[config.mk]
export PLATFORM = sky130hd
export DESIGN_NAME = sram_bist_sequencer_flat
export DESIGN_NICKNAME = d
export VERILOG_FILES = /design/src/rtl/sram_bist_pkg.sv /design/src/rtl/sram_bist_sequencer_if.sv /design/src/rtl/bist_nibble_shifter.sv /design/src/rtl/sram_bist_sequencer.sv /design/src/flat_wrapper.sv
export SDC_FILE = /design/constraint.sdc
export NUM_CORES = 2
export LEC_CHECK = 0
export CORE_AREA = 8 8 303 305
export CTS_CLUSTER_DIAMETER = 50
export CTS_CLUSTER_SIZE = 30
export DETAILED_ROUTE_END_ITERATION = 7
export DIE_AREA = 0 0 311 313
export PLACE_DENSITY = 0.8
export SYNTH_ARGS = -nofsm -noshare
export SYNTH_HDL_FRONTEND = slang
export SYNTH_SLANG_ARGS = --single-unit
export TNS_END_PERCENT = 100
[constraint.sdc]
create_clock -name clk -period 3.7 [get_ports clk]
set_clock_uncertainty 0.15 [all_clocks]
set_input_delay 0.925 -clock clk [delete_from_list [all_inputs] [get_ports clk]]
set_output_delay 0.925 -clock clk [all_outputs]
set_load 0.02 [all_outputs]
[src/rtl/sram_bist_pkg.sv]
// Shared types and constants for the SRAM BIST debug-bus sequencer.
// Holds the BIST opcodes, the sequencer state enum and the per-phase nibble counts.
package sram_bist_pkg;

  localparam int BIST_OP_WIDTH = 3;
  typedef logic [BIST_OP_WIDTH-1:0] bist_op_t;

  localparam bist_op_t OP_NOP                = 3'd0;
  localparam bist_op_t BIST_OP_SHIFT_ID      = 3'd1;
  localparam bist_op_t BIST_OP_SHIFT_BSEL    = 3'd2;
  localparam bist_op_t BIST_OP_SHIFT_ADDRESS = 3'd3;
  localparam bist_op_t BIST_OP_SHIFT_DATA    = 3'd4;
  localparam bist_op_t BIST_OP_READ          = 3'd5;

  localparam int CNT_W     = 7;
  localparam int ID_NIB    = 2;
  localparam int BSEL_NIB  = 2;
  localparam int ADDR_NIB  = 4;
  localparam int WR_NIB    = 80;
  localparam int RD_NIB    = 96;
  localparam int WR_COMMIT = 2;

  typedef enum logic [3:0] {
    S_IDLE,
    S_SH_ID,
    S_SH_BSEL,
    S_SH_ADDR,
    S_RD_CMD,
    S_RD_GAP,
    S_RD_SHIFT,
    S_WR_SHIFT,
    S_WR_COMMIT,
    S_RESP
  } bist_state_t;

  function automatic logic [CNT_W-1:0] last_nib(input int n);
    return CNT_W'(n - 1);
  endfunction

endpackage

[src/rtl/sram_bist_sequencer_if.sv]
// Request/response handshake bundle between the JTAG decoder and the sequencer.
// master = requester (JTAG side), slave = sequencer.
interface sram_bist_sequencer_if #(
  parameter int REQ_W = 320,
  parameter int RSP_W = 384
);
  logic             req_valid;
  logic             req_ready;
  logic             req_write;
  logic [7:0]       req_sram_id;
  logic [7:0]       req_chunk_id;
  logic [15:0]      req_addr;
  logic [REQ_W-1:0] req_wdata;
  logic             rsp_valid;
  logic             rsp_ready;
  logic [RSP_W-1:0] rsp_rdata;

  modport master (
    output req_valid, req_write, req_sram_id,
    output req_chunk_id, req_addr, req_wdata,
    output rsp_ready,
    input  req_ready, rsp_valid, rsp_rdata
  );

  modport slave (
    input  req_valid, req_write, req_sram_id,
    input  req_chunk_id, req_addr, req_wdata,
    input  rsp_ready,
    output req_ready, rsp_valid, rsp_rdata
  );
endinterface

[src/rtl/bist_nibble_shifter.sv]
// Width-parameterised shift register: parallel load, shifts left one nibble.
// Ports: clk, rst_n, load/load_val, shift/shift_in (enters LSB), q (MSB nibble leaves first).
module bist_nibble_shifter #(
  parameter int W     = 320,
  parameter int BUS_W = 4
) (
  input  logic             clk,
  input  logic             rst_n,
  input  logic             load,
  input  logic [W-1:0]     load_val,
  input  logic             shift,
  input  logic [BUS_W-1:0] shift_in,
  output logic [W-1:0]     q
);
  always_ff @(posedge clk) begin
    if (!rst_n) begin
      q <= '0;
    end else if (load) begin
      q <= load_val;
    end else if (shift) begin
      q <= {q[W-BUS_W-1:0], shift_in};
    end
  end
endmodule

[src/rtl/sram_bist_sequencer.sv]
// Serialises one SRAM BIST read/write onto the nibble command/data bus.
// Ports: clk, rst_n, bus (req/rsp handshake), bist_command/bist_data out, bist_rdata in, busy.
module sram_bist_sequencer
  import sram_bist_pkg::*;
#(
  parameter int BUS_W = 4,
  parameter int REQ_W = 320,
  parameter int RSP_W = 384
) (
  input  logic                     clk,
  input  logic                     rst_n,
  sram_bist_sequencer_if.slave     bus,
  output logic [BIST_OP_WIDTH-1:0] bist_command,
  output logic [BUS_W-1:0]         bist_data,
  input  logic [BUS_W-1:0]         bist_rdata,
  output logic                     busy
);
  bist_state_t      state_q, state_d;
  logic [CNT_W-1:0] cnt_q;
  logic             write_q;
  logic [7:0]       id_q, chunk_q;
  logic [15:0]      addr_q;
  logic [REQ_W-1:0] wr_q;
  logic [RSP_W-1:0] rd_q, rsp_q;
  logic             accept, rd_done;
  logic [7:0]       id_sh, chunk_sh;
  logic [15:0]      addr_sh;
  logic             unused_bits;

  assign accept  = bus.req_valid && (state_q == S_IDLE);
  assign rd_done = (state_q == S_RD_SHIFT) &&
                   (cnt_q == last_nib(RD_NIB));

  assign id_sh    = id_q << {cnt_q[0], 2'b00};
  assign chunk_sh = chunk_q << {cnt_q[0], 2'b00};
  assign addr_sh  = addr_q << {cnt_q[1:0], 2'b00};

  assign bus.req_ready = (state_q == S_IDLE);
  assign bus.rsp_valid = (state_q == S_RESP);
  assign bus.rsp_rdata = rsp_q;
  assign busy          = (state_q != S_IDLE);

  // Only the MSB nibble of the write shifter is driven out; the
  // top nibble of the read shifter is overwritten by the final shift.
  assign unused_bits = ^{wr_q[REQ_W-BUS_W-1:0],
                         rd_q[RSP_W-1 -: BUS_W]};

  bist_nibble_shifter #(.W(REQ_W), .BUS_W(BUS_W)) u_wr (
    .clk      (clk),
    .rst_n    (rst_n),
    .load     (accept),
    .load_val (bus.req_wdata),
    .shift    (state_q == S_WR_SHIFT),
    .shift_in ('0),
    .q        (wr_q)
  );

  bist_nibble_shifter #(.W(RSP_W), .BUS_W(BUS_W)) u_rd (
    .clk      (clk),
    .rst_n    (rst_n),
    .load     (accept),
    .load_val ('0),
    .shift    (state_q == S_RD_SHIFT),
    .shift_in (bist_rdata),
    .q        (rd_q)
  );

  always_ff @(posedge clk) begin
    if (!rst_n) begin
      state_q <= S_IDLE;
      cnt_q   <= '0;
    end else begin
      state_q <= state_d;
      cnt_q   <= (state_d != state_q) ? '0 : cnt_q + 1'b1;
    end
  end

  always_ff @(posedge clk) begin
    if (!rst_n) begin
      write_q <= 1'b0;
      id_q    <= '0;
      chunk_q <= '0;
      addr_q  <= '0;
      rsp_q   <= '0;
    end else begin
      if (accept) begin
        write_q <= bus.req_write;
        id_q    <= bus.req_sram_id;
        chunk_q <= bus.req_chunk_id;
        addr_q  <= bus.req_addr;
      end
      // Last nibble is sampled on the same edge the shifter takes it.
      if (rd_done) begin
        rsp_q <= {rd_q[RSP_W-BUS_W-1:0], bist_rdata};
      end
    end
  end

  always_comb begin
    state_d      = state_q;
    bist_command = OP_NOP;
    bist_data    = '0;
    unique case (state_q)
      S_IDLE: begin
        if (bus.req_valid) state_d = S_SH_ID;
      end
      S_SH_ID: begin
        bist_command = BIST_OP_SHIFT_ID;
        bist_data    = id_sh[7 -: BUS_W];
        if (cnt_q == last_nib(ID_NIB)) state_d = S_SH_BSEL;
      end
      S_SH_BSEL: begin
        bist_command = BIST_OP_SHIFT_BSEL;
        bist_data    = chunk_sh[7 -: BUS_W];
        if (cnt_q == last_nib(BSEL_NIB)) state_d = S_SH_ADDR;
      end
      S_SH_ADDR: begin
        bist_command = BIST_OP_SHIFT_ADDRESS;
        bist_data    = addr_sh[15 -: BUS_W];
        if (cnt_q == last_nib(ADDR_NIB)) begin
          state_d = write_q ? S_WR_SHIFT : S_RD_CMD;
        end
      end
      S_RD_CMD: begin
        bist_command = BIST_OP_READ;
        state_d      = S_RD_GAP;
      end
      S_RD_GAP: begin
        state_d = S_RD_SHIFT;
      end
      S_RD_SHIFT: begin
        bist_command = BIST_OP_SHIFT_DATA;
        if (rd_done) state_d = S_RESP;
      end
      S_WR_SHIFT: begin
        bist_command = BIST_OP_SHIFT_DATA;
        bist_data    = wr_q[REQ_W-1 -: BUS_W];
        if (cnt_q == last_nib(WR_NIB)) state_d = S_WR_COMMIT;
      end
      S_WR_COMMIT: begin
        if (cnt_q == last_nib(WR_COMMIT)) state_d = S_RESP;
      end
      S_RESP: begin
        if (bus.rsp_ready) state_d = S_IDLE;
      end
      default: state_d = S_IDLE;
    endcase
  end
endmodule

[src/flat_wrapper.sv]
// flat-port wrapper written by rule: the top's interface ports become plain ports
module sram_bist_sequencer_flat import sram_bist_pkg::*;
#(
  parameter int BUS_W = 4,
  parameter int REQ_W = 320,
  parameter int RSP_W = 384
)
  (clk, rst_n, bist_command, bist_data, bist_rdata, busy, bus_req_valid, bus_req_write, bus_req_sram_id, bus_req_chunk_id, bus_req_addr, bus_req_wdata, bus_rsp_ready, bus_req_ready, bus_rsp_valid, bus_rsp_rdata);
  sram_bist_sequencer_if #(.REQ_W(REQ_W), .RSP_W(RSP_W)) bus_i ();
  input  logic clk;
  input  logic rst_n;
  output logic [BIST_OP_WIDTH-1:0] bist_command;
  output logic [BUS_W-1:0] bist_data;
  input  logic [BUS_W-1:0] bist_rdata;
  output logic busy;
  input wire logic [$bits(bus_i.req_valid)-1:0] bus_req_valid;
  input wire logic [$bits(bus_i.req_write)-1:0] bus_req_write;
  input wire logic [$bits(bus_i.req_sram_id)-1:0] bus_req_sram_id;
  input wire logic [$bits(bus_i.req_chunk_id)-1:0] bus_req_chunk_id;
  input wire logic [$bits(bus_i.req_addr)-1:0] bus_req_addr;
  input wire logic [$bits(bus_i.req_wdata)-1:0] bus_req_wdata;
  input wire logic [$bits(bus_i.rsp_ready)-1:0] bus_rsp_ready;
  output wire logic [$bits(bus_i.req_ready)-1:0] bus_req_ready;
  output wire logic [$bits(bus_i.rsp_valid)-1:0] bus_rsp_valid;
  output wire logic [$bits(bus_i.rsp_rdata)-1:0] bus_rsp_rdata;
  assign bus_i.req_valid = bus_req_valid;
  assign bus_i.req_write = bus_req_write;
  assign bus_i.req_sram_id = bus_req_sram_id;
  assign bus_i.req_chunk_id = bus_req_chunk_id;
  assign bus_i.req_addr = bus_req_addr;
  assign bus_i.req_wdata = bus_req_wdata;
  assign bus_i.rsp_ready = bus_rsp_ready;
  assign bus_req_ready = bus_i.req_ready;
  assign bus_rsp_valid = bus_i.rsp_valid;
  assign bus_rsp_rdata = bus_i.rsp_rdata;
  sram_bist_sequencer #(.BUS_W(BUS_W), .REQ_W(REQ_W), .RSP_W(RSP_W)) u_core (.clk(clk), .rst_n(rst_n), .bus(bus_i), .bist_command(bist_command), .bist_data(bist_data), .bist_rdata(bist_rdata), .busy(busy));
endmodule
==> flow_metrics.py <==
metrics = {
    "routing": {
        "num_vias": 38700,
        "drt-wirelength-per-cell_um": 18.8,
        "dr.pass1.iters": 6,
        "ant_nets": 0,
        "drt-total-wl_um": 133000,
        "vias_per_cell": 5.47,
        "initialDrtViolationCount": 4833,
        "drc": 0,
    },
    "global_route": {
        "grtUsageTotal": 0.255,
        "grt_pass1_wl_um": 205000,
        "grt_pass1_vias": 36200,
        "grt_max_degree": 210,
        "grt.overflow.total": 0,
        "antenna_found_initial": 16,
    },
    "placement": {
        "postPlaceCellArea_sq_um": 49600,
        "gp_congestion": 0.859,
        "dpl_worst_slack_ns": -0.0145,
        "hpwl_um": 86200,
        "port_buffers": 754,
    },
    "cts": {
        "root_buffer": "clkbuf_16",
        "clk_path_buf_depth": 3,
        "clock_latency_ns": 0.70,
        "htree_levels": 3,
        "cts_made_buffers": 101,
        "cts.clk_slew.worst_paths_ns": 0.08,
        "cts_tree": "built",
        "cts_hold_buf": 0,
        "clock-sinks": 1128,
    },
    "logic_synthesis": {
        "ys.flop_type": "dfxtp_1",
        "synth_top_cell_by_area": "dfxtp_1",
        "synth_edf_count": 0,
        "netlist_area_sq_um": 41400,
        "synth_area_leaders": "dfxtp_1 54%, nand2_1 20%, a21oi_1 9.7%",
        "yosysUniqueCellTypes": 41,
        "syn_inst": 5342,
        "async_flop_share": 0,
        "syn_avg_cell_area_sq_um": 7.76,
        "synth.top_cell.area_share": 0.545,
        "synth_nets": 5705,
        "ys_ff_latch": 1128,
        "yosys_warnings": 0,
        "ys_seq_area_frac": 0.545,
    },
    "critical_path": {
        "critical_path_class": "flop to output pin",
        "crit_arrival_ns": 2.67,
        "crit_required_ns": 2.62,
        "critPathLaunchType": "flop",
        "critical_path_peak_fanout": 4,
        "cp-end-kind": "output pin",
    },
    "timing": {
        "worstMarginPinSlew_ns": 1.18,
        "min_period_ns": 3.75,
        "hold_viol_final": 0,
        "setup_viol": 2,
        "rsz0062_at_grt": "true",
        "slew_headroom": 0.215,
        "holdWs_ns": 0.296,
        "fmax_mhz": 267,
        "timing.setup.tns_ns": -0.0851,
        "period_share": 1.01,
        "drv_slew": 0,
        "setup_ws_ns": -0.0471,
    },
    "finish": {
        "fin_util": 0.613,
        "areaGrowthSynthToFinish_pct": 29.0,
        "fin_nets": 6180,
        "layout-drive-gt1-share": 0.0489,
        "design_area_sq_um": 53500,
    },
    "die": {
        "fp.dieH_um": 313,
        "die_w_um": 311,
        "rows": 109,
        "initial_core_util": 0.475,
        "dieArea_sq_um": 97300,
        "io-pin-count": 755,
        "core_area_sq_um": 87300,
    },
    "power_and_ir_drop": {
        "ir_drop_v": 0.000461,
        "power.density_nw_per_um2": 493,
        "power_leakage_nw": 17.5,
    },
    "status": {
        "status": "finished with violations",
        "violations": "setup timing",
    },
    "run": {
        "cap_violations": 0,
    },
    "min_path": {
        "hold_path.class": "flop to flop",
    },
}
-- per-stage QoR --
stage	total power [W]	std cells
finish	0.0264	7082
detailed placement	0.0149	6875
CTS	0.0265	7067
floorplan	0.0141	5342
global route	0.0272	7080
global placement	0.0149	6875
-- cells in the mapped netlist, types with 2 or more instances --
library cell,number
a21oi_1,807
a222oi_1,4
a311oi_1,316
a31oi_1,3
and3_1,2
buf_1,7
buf_2,37
clkbuf_1,404
dfxtp_1,1128
ha_1,2
inv_1,9
mux4_2,8
nand2_1,2235
nand2b_1,4
nand3_1,8
nand4b_1,2
nor2_1,326
nor2b_1,2
nor3_1,3
nor4_1,8
nor4b_1,2
xnor2_1,3
xor2_1,4
-- layer usage --
layer	vias up	wire length, um	global-route usage
met5	-	36	0
met4	6	5530	0.106
met3	282	10300	0.0589
met2	1484	63600	0.424
met1	18300	54000	0.318
li1	18600	-	-
-- path summary, 6_finish.rpt --
path	start	end	slack [ns]	depth (start not counted)
max	u_core.state_q[0]	bist_data[2]	-0.05	8
min reg2reg	u_core.u_rd.q[240]	u_core.u_rd.q[244]	0.30	2
min	u_core.u_rd.q[240]	u_core.u_rd.q[244]	0.30	2
max reg2reg	u_core.state_q[3]	u_core.u_wr.q[152]	0.54	7
-- sequential cells by signal, summed over array words and instances (netlist names) --
| register | cells |
|---|---|
| u_core.cnt_q | 7 |
| u_core.u_wr.q | 320 |
| u_core.bus.rsp_rdata | 384 |
| u_core.id_q | 8 |
| u_core.addr_q | 16 |
| u_core.state_q | 4 |
| u_core.u_rd.q | 380 |
| u_core.write_q | 1 |
| u_core.chunk_q | 8 |
-- worst max-delay path, stage by stage (launching register included) --
cell	delay, ns
dfxtp_2	0.32
nand2b_4	0.14
nor3_2	0.11
buf_4	0.16
mux4_2	0.30
a222oi_1	0.60
buf_4	0.23
inv_2	0.03
buf_6	0.12
-- kinds of logic (layout without fill, tap and decap cells) --
| kind of cell | Yosys count | in the layout | share of synthesized area |
|---|---|---|---|
| AOI/OAI and AO/OA | 1140 | 1140 | 0.168 |
| and+or+nand+nor | 2598 | 2598 | 0.238 |
| muxes | 9 | 9 | 0.00459 |
| other | 0 | 13 | 0 |
| DFF | 1128 | 1128 | 0.545 |
| xor gates and xnor gates | 7 | 7 | 0.00148 |
| buffers and inverters | 458 | 1020 | 0.0426 |
| adders and majority gates | 2 | 2 | 0.000604 |
-- report_power, final --
group / total [W] / switching [W] / internal [W]
registers: 0.0128 / 0.000249 / 0.0126
clock network: 0.0117 / 0.00556 / 0.00609
logic: 0.00188 / 0.00106 / 0.000816
-- cell usage in the layout, fill, tap and decap left out, types with 8 or more instances in the layout --
cell / count
clkdlybuf4s50_1: 750
nand2_1: 2233
nor2_1: 324
buf_12: 28
inv_6: 16
a311oi_1: 316
diode_2: 13
clkinv_8: 13
mux4_2: 8
inv_8: 25
dfxtp_1: 1125
clkbuf_16: 102
buf_4: 38
a21oi_1: 807
-- cell type report --
| type | count | area, sq um |
|---|---|---|
| inverter | 10 | 45.0 |
| multi-input combinational | 3756 | 17200 |
| clock buffer | 109 | 2650 |
| fill | 7325 | 33800 |
| timing repair buffer | 820 | 8390 |
| clock inverter | 81 | 1140 |
| antenna | 13 | 32.5 |
| tap | 1165 | 1460 |
| sequential | 1128 | 22600 |
-- timing repair --
action,4_1_cts,5_1_grt
resized for setup,23,9
setup buffers,2,2
endpoints found under the setup margin,4,3
endpoints found under the hold margin,0,0
pin swaps,4,2
Power figures use the tool's default switching activity.
